### src/rtl/instr_fetch_unit.sv
// Multicycle instruction fetch: PC, IR, field decode and next-PC selection.
// Optional retired-instruction counter enabled by defining IFETCH_COUNT_EN.
module instr_fetch_unit #(
    parameter logic [31:0] RESET_PC    = 32'h0000_0000,
    parameter int unsigned MEM_LATENCY = 1
) (
    input  logic        clock,
    input  logic        reset,
    output logic        mem_ren,
    output logic [31:0] mem_addr,
    input  logic [31:0] mem_dout,
    input  logic        next_req,
    input  logic [1:0]  pc_src,
    input  logic [31:0] jr_target,
    output logic [31:0] pc,
    output logic [31:0] pc_plus4,
    output logic [31:0] ir,
    output logic [5:0]  opcode,
    output logic [5:0]  func,
    output logic [4:0]  rs,
    output logic [4:0]  rt,
    output logic [4:0]  rd,
    output logic [31:0] imm_sext,
    output logic        instr_valid,
    output logic        misaligned,
    output logic [31:0] instr_count
);

    localparam logic [3:0] LAT_M1 = 4'(MEM_LATENCY - 1);

    typedef enum logic [1:0] {
        S_FETCH = 2'd0,
        S_WAIT  = 2'd1,
        S_VALID = 2'd2
    } state_e;

    state_e      state_q, state_d;
    logic [3:0]  cnt_q, cnt_d;
    logic [31:0] pc_q, pc_d;
    logic [31:0] ir_q;
    logic        misaligned_q;
    logic        ir_load;
    logic        pc_load;

    always_ff @(posedge clock or posedge reset) begin
        if (reset) begin
            state_q <= S_FETCH;
        end else begin
            state_q <= state_d;
        end
    end

    always_comb begin
        state_d = state_q;
        case (state_q)
            S_FETCH: state_d = (LAT_M1 == 4'd0) ? S_VALID : S_WAIT;
            S_WAIT:  if (cnt_q == 4'd1) state_d = S_VALID;
            S_VALID: if (next_req) state_d = S_FETCH;
            default: state_d = S_FETCH;
        endcase
    end

    // mem_ren is gated by reset so an in-flight read drops the instant reset asserts.
    always_comb begin
        mem_ren     = 1'b0;
        instr_valid = 1'b0;
        ir_load     = 1'b0;
        pc_load     = 1'b0;
        case (state_q)
            S_FETCH: begin
                mem_ren = ~reset;
                ir_load = (LAT_M1 == 4'd0);
            end
            S_WAIT: begin
                mem_ren = ~reset;
                ir_load = (cnt_q == 4'd1);
            end
            S_VALID: begin
                instr_valid = 1'b1;
                pc_load     = next_req;
            end
            default: ;
        endcase
    end

    always_comb begin
        cnt_d = cnt_q;
        case (state_q)
            S_FETCH: cnt_d = LAT_M1;
            S_WAIT:  cnt_d = cnt_q - 4'd1;
            default: ;
        endcase
    end

    always_comb begin
        case (pc_src)
            2'b00:   pc_d = pc_plus4;
            2'b01:   pc_d = pc_plus4 + {imm_sext[29:0], 2'b00};
            2'b10:   pc_d = {pc_plus4[31:28], ir_q[25:0], 2'b00};
            default: pc_d = {jr_target[31:2], 2'b00};
        endcase
    end

    always_ff @(posedge clock or posedge reset) begin
        if (reset) begin
            cnt_q        <= 4'd0;
            pc_q         <= RESET_PC;
            ir_q         <= 32'h0;
            misaligned_q <= 1'b0;
        end else begin
            cnt_q <= cnt_d;
            if (ir_load) ir_q <= mem_dout;
            if (pc_load) begin
                pc_q <= pc_d;
                if (pc_src == 2'b11 && jr_target[1:0] != 2'b00) misaligned_q <= 1'b1;
            end
        end
    end

`ifdef IFETCH_COUNT_EN
    logic [31:0] count_q;

    always_ff @(posedge clock or posedge reset) begin
        if (reset) begin
            count_q <= 32'h0;
        end else if (pc_load) begin
            count_q <= count_q + 32'd1;
        end
    end

    assign instr_count = count_q;
`else
    assign instr_count = 32'h0;
`endif

    assign pc         = pc_q;
    assign pc_plus4   = pc_q + 32'd4;
    assign mem_addr   = {2'b00, pc_q[31:2]};
    assign ir         = ir_q;
    assign misaligned = misaligned_q;
    assign opcode     = ir_q[31:26];
    assign rs         = ir_q[25:21];
    assign rt         = ir_q[20:16];
    assign rd         = ir_q[15:11];
    assign func       = ir_q[5:0];
    assign imm_sext   = {{16{ir_q[15]}}, ir_q[15:0]};

endmodule

### config.mk
export PLATFORM = sky130hd
export DESIGN_NAME = instr_fetch_unit
export DESIGN_NICKNAME = d
export VERILOG_FILES = /design/src/rtl/instr_fetch_unit.sv
export SDC_FILE = /design/constraint.sdc
export NUM_CORES = 1
export LEC_CHECK = 0
export CAP_MARGIN = 20
export CORE_ASPECT_RATIO = 0.7
export CORE_MARGIN = 1
export CORE_UTILIZATION = 35
export CTS_BUF_LIST = sky130_fd_sc_hd__clkbuf_8
export DETAILED_ROUTE_END_ITERATION = 6
export GPL_TIMING_DRIVEN = 0
export PLACE_DENSITY = 0.76
export SLEW_MARGIN = 20
export SYNTH_ARGS = -nofsm -noshare
export SYNTH_HDL_FRONTEND = slang
export SYNTH_SLANG_ARGS = --single-unit
### constraint.sdc
create_clock -name clock -period 3.57 [get_ports clock]
set_input_delay 0.8925 -clock clock [delete_from_list [all_inputs] [get_ports clock]]
set_output_delay 0.8925 -clock clock [all_outputs]
set_load 0.02 [all_outputs]
==> impl_metrics.py <==
metrics = {
    "sta": {
        "finalHoldViolCount": 0,
        "fin_ws_ps": -101.5,
        "setup_viol": 3,
        "rsz0062_at_grt": "yes",
        "whs_ps": 498.6,
        "post-route-period-util": 1.028,
        "finalClockSkew_ps": 11.48,
        "setup_tns_ps": -184.9,
        "worst_pin_slew_ps": 921.3,
        "drv_slew": 0,
        "timing.fmax_ghz": 0.2724,
        "relSlewSlack": 0.3858,
        "layout_min_cycle_time_ps": 3671,
    },
    "critical_path": {
        "critPathCaptureType": "flop",
        "arrival_ps": 3940,
        "r2r-start": "pc[3]",
        "crit_start": "pc[3]",
        "rrSetupSlack_ps": -100,
        "cp_max_fo": 6,
        "critical_path.startpoint_type": "flop",
        "worstSetupPathType": "reg2reg",
        "cp.required_ps": 3840,
    },
    "grt": {
        "grtUsageMet2": 0.3788,
        "grt_max_degree": 40,
        "grt-ovfl-total": 0,
        "grt_first_pass_wirelength_um": 34880,
        "met1_usage": 0.3488,
        "grt_util_all_layers": 0.2460,
        "top_usage_layer": "met2",
        "grt_antenna_before_repair": 0,
        "met3_usage": 0.06854,
        "grt_pass1_vias": 5914,
    },
    "finish": {
        "fin_util": 0.5886,
        "fin_nets": 1156,
        "area_growth_pct": 61.25,
        "layout_commonest_cell": "clkdlybuf4s50_1",
        "diodes": 0,
        "final_cell_mix": "clkdlybuf4s50_1, buf_4, nand2_1",
        "final_layout_size_suffix_gt1_frac": 0.3153,
        "fin_cells": 1287,
    },
    "yosys": {
        "yosys_warnings": 0,
        "ys.flop_type": "dfrtp_1",
        "ys_seq_area_frac": 0.2505,
        "yosys_register_bits": 64,
        "avgSynthCellArea_um2": 8.892,
        "synth_cells": 719,
        "ys_async_sr_fraction": 1.000,
        "synth_area_um2": 6394,
        "synth_enable_flop_cells": 0,
        "yosysUniqueCellTypes": 69,
    },
    "floorplanning": {
        "core_um2": 17520,
        "die_y_um": 115.1,
        "die_w_um": 163.5,
        "rows": 40,
        "dieArea_um2": 18820,
        "initial_core_util": 0.3650,
        "pin_count": 291,
    },
    "detailed_routing": {
        "drtIter0Drc": 490,
        "drc": 0,
        "vias": 6513,
        "viasPerCell": 5.061,
        "wire_per_inst_um": 18.62,
        "ant_nets": 0,
        "wirelength_um": 23970,
        "dr.pass1.iters": 7,
    },
    "placed_design": {
        "io_buffers": 250,
        "gp_congestion": 0.9126,
        "dp_hpwl_um": 18370,
        "dp.cells": 1238,
    },
    "run_status": {
        "status": "finished with violations",
        "failed_checks": "negative setup slack",
    },
    "cts": {
        "cts.sinks": 64,
        "cts.htree.levels": 3,
        "numCtsBuffers": 9,
        "clk_latency_ps": 380,
        "hold_buffers": 0,
        "path_clk_slew_ps": 90,
        "cts_root_buffer": "clkbuf_8",
        "cts_buffer_depth": 2,
        "cts_tree": "done",
    },
    "power_and_ir_drop": {
        "ir_worst_vdd_mv": 0.3853,
        "p_leak_nw": 4.536,
        "power_mw": 7.436,
        "p_per_area_nw_per_um2": 721.3,
    },
    "min_path": {
        "min_from": "misaligned",
        "min-delay-path-class": "reg2reg",
    },
    "run": {
        "cap_violations": 0,
    },
}
-- through the flow --
stage | worst slack (ps) | cell area, um^2
floorplan | -83.35 | 6613
global placement | -541.2 | 9404
detailed placement | -513.4 | 9428
CTS | -127.4 | 9837
global route | -252.1 | 10310
finish | -101.5 | 10310
-- critical path, stage by stage (launching register included) --
cell and delay (ps):
dfrtp_2 420, ha_4 200, nand2_4 70, nor3_4 290
buf_4 170, nand4_1 140, xnor2_2 350, ha_4 290
a21oi_2 180, o2111ai_2 150, a21oi_4 220, or2_4 170
o21ai_2 60, xor2_1 140, mux4_2 460, mux2_4 260
-- metal layers --
layer  part of all wire  vias to the layer above  wire [um]
met5                  0                        -          0
met4             0.0059                        0        142
met3              0.093                       14       2221
met2               0.46                      318      10970
met1               0.44                     3126      10630
li1                   -                     3055          -
-- final timing paths --
check,endpoint,cells past startpoint
worst max-delay path,pc[19],15
worst min-delay path,misaligned,2
worst max register to register,pc[19],15
worst min register to register,misaligned,2
max in group asynchronous,pc[16],3
min in group asynchronous,ir[15],2
-- cell type report --
type	count	area, um^2
well taps	231	289.0
inverters	16	62.56
clock inverters	6	75.07
fillers	1531	7207
plain buffers	150	1049
clock buffers	10	137.6
multi-input cells	519	4255
flip-flops and latches	64	1620
repair buffers	291	2821
-- power by group --
group          switching [mW]  internal, mW  leakage, nW
logic                    2.74          2.67         3.70
registers               0.393         0.915        0.735
clock network           0.364         0.353        0.105
total                    3.49          3.94         4.54
-- logic make-up after synthesis --
logic type,synth area share
AND/OR/NAND/NOR,0.1382
adder cells (fa/ha/maj),0.07162
AO/OA/AOI/OAI,0.1511
multiplexers,0.1384
buffers and inverters,0.1771
other,0.0005865
flip-flops,0.2505
XOR/XNOR,0.07260
-- registers in the layout (all words and copies together), names as in the netlist --
signal,flops
pc,30
state_q,1
misaligned,1
ir,32
-- repair_timing --
item,4_1_cts,5_1_grt
pin swaps,6,38
setup buffers,10,30
endpoints found under the setup margin,30,24
gates cloned,0,0
resized for setup,39,59
-- synth_stat cells, drive strengths merged, types with 15 or more instances --
cell type	number	area share
xor2	18	0.025
inv	15	0.0088
nand2	80	0.047
clkbuf	24	0.014
xnor2	35	0.048
nand3	21	0.016
nor2	37	0.022
mux4	15	0.053
o21ai	33	0.027
buf	133	0.15
dfrtp	64	0.25
a21oi	36	0.029
ha	35	0.068
mux2	39	0.070
No activity file was read; power rests on OpenSTA's default activity.
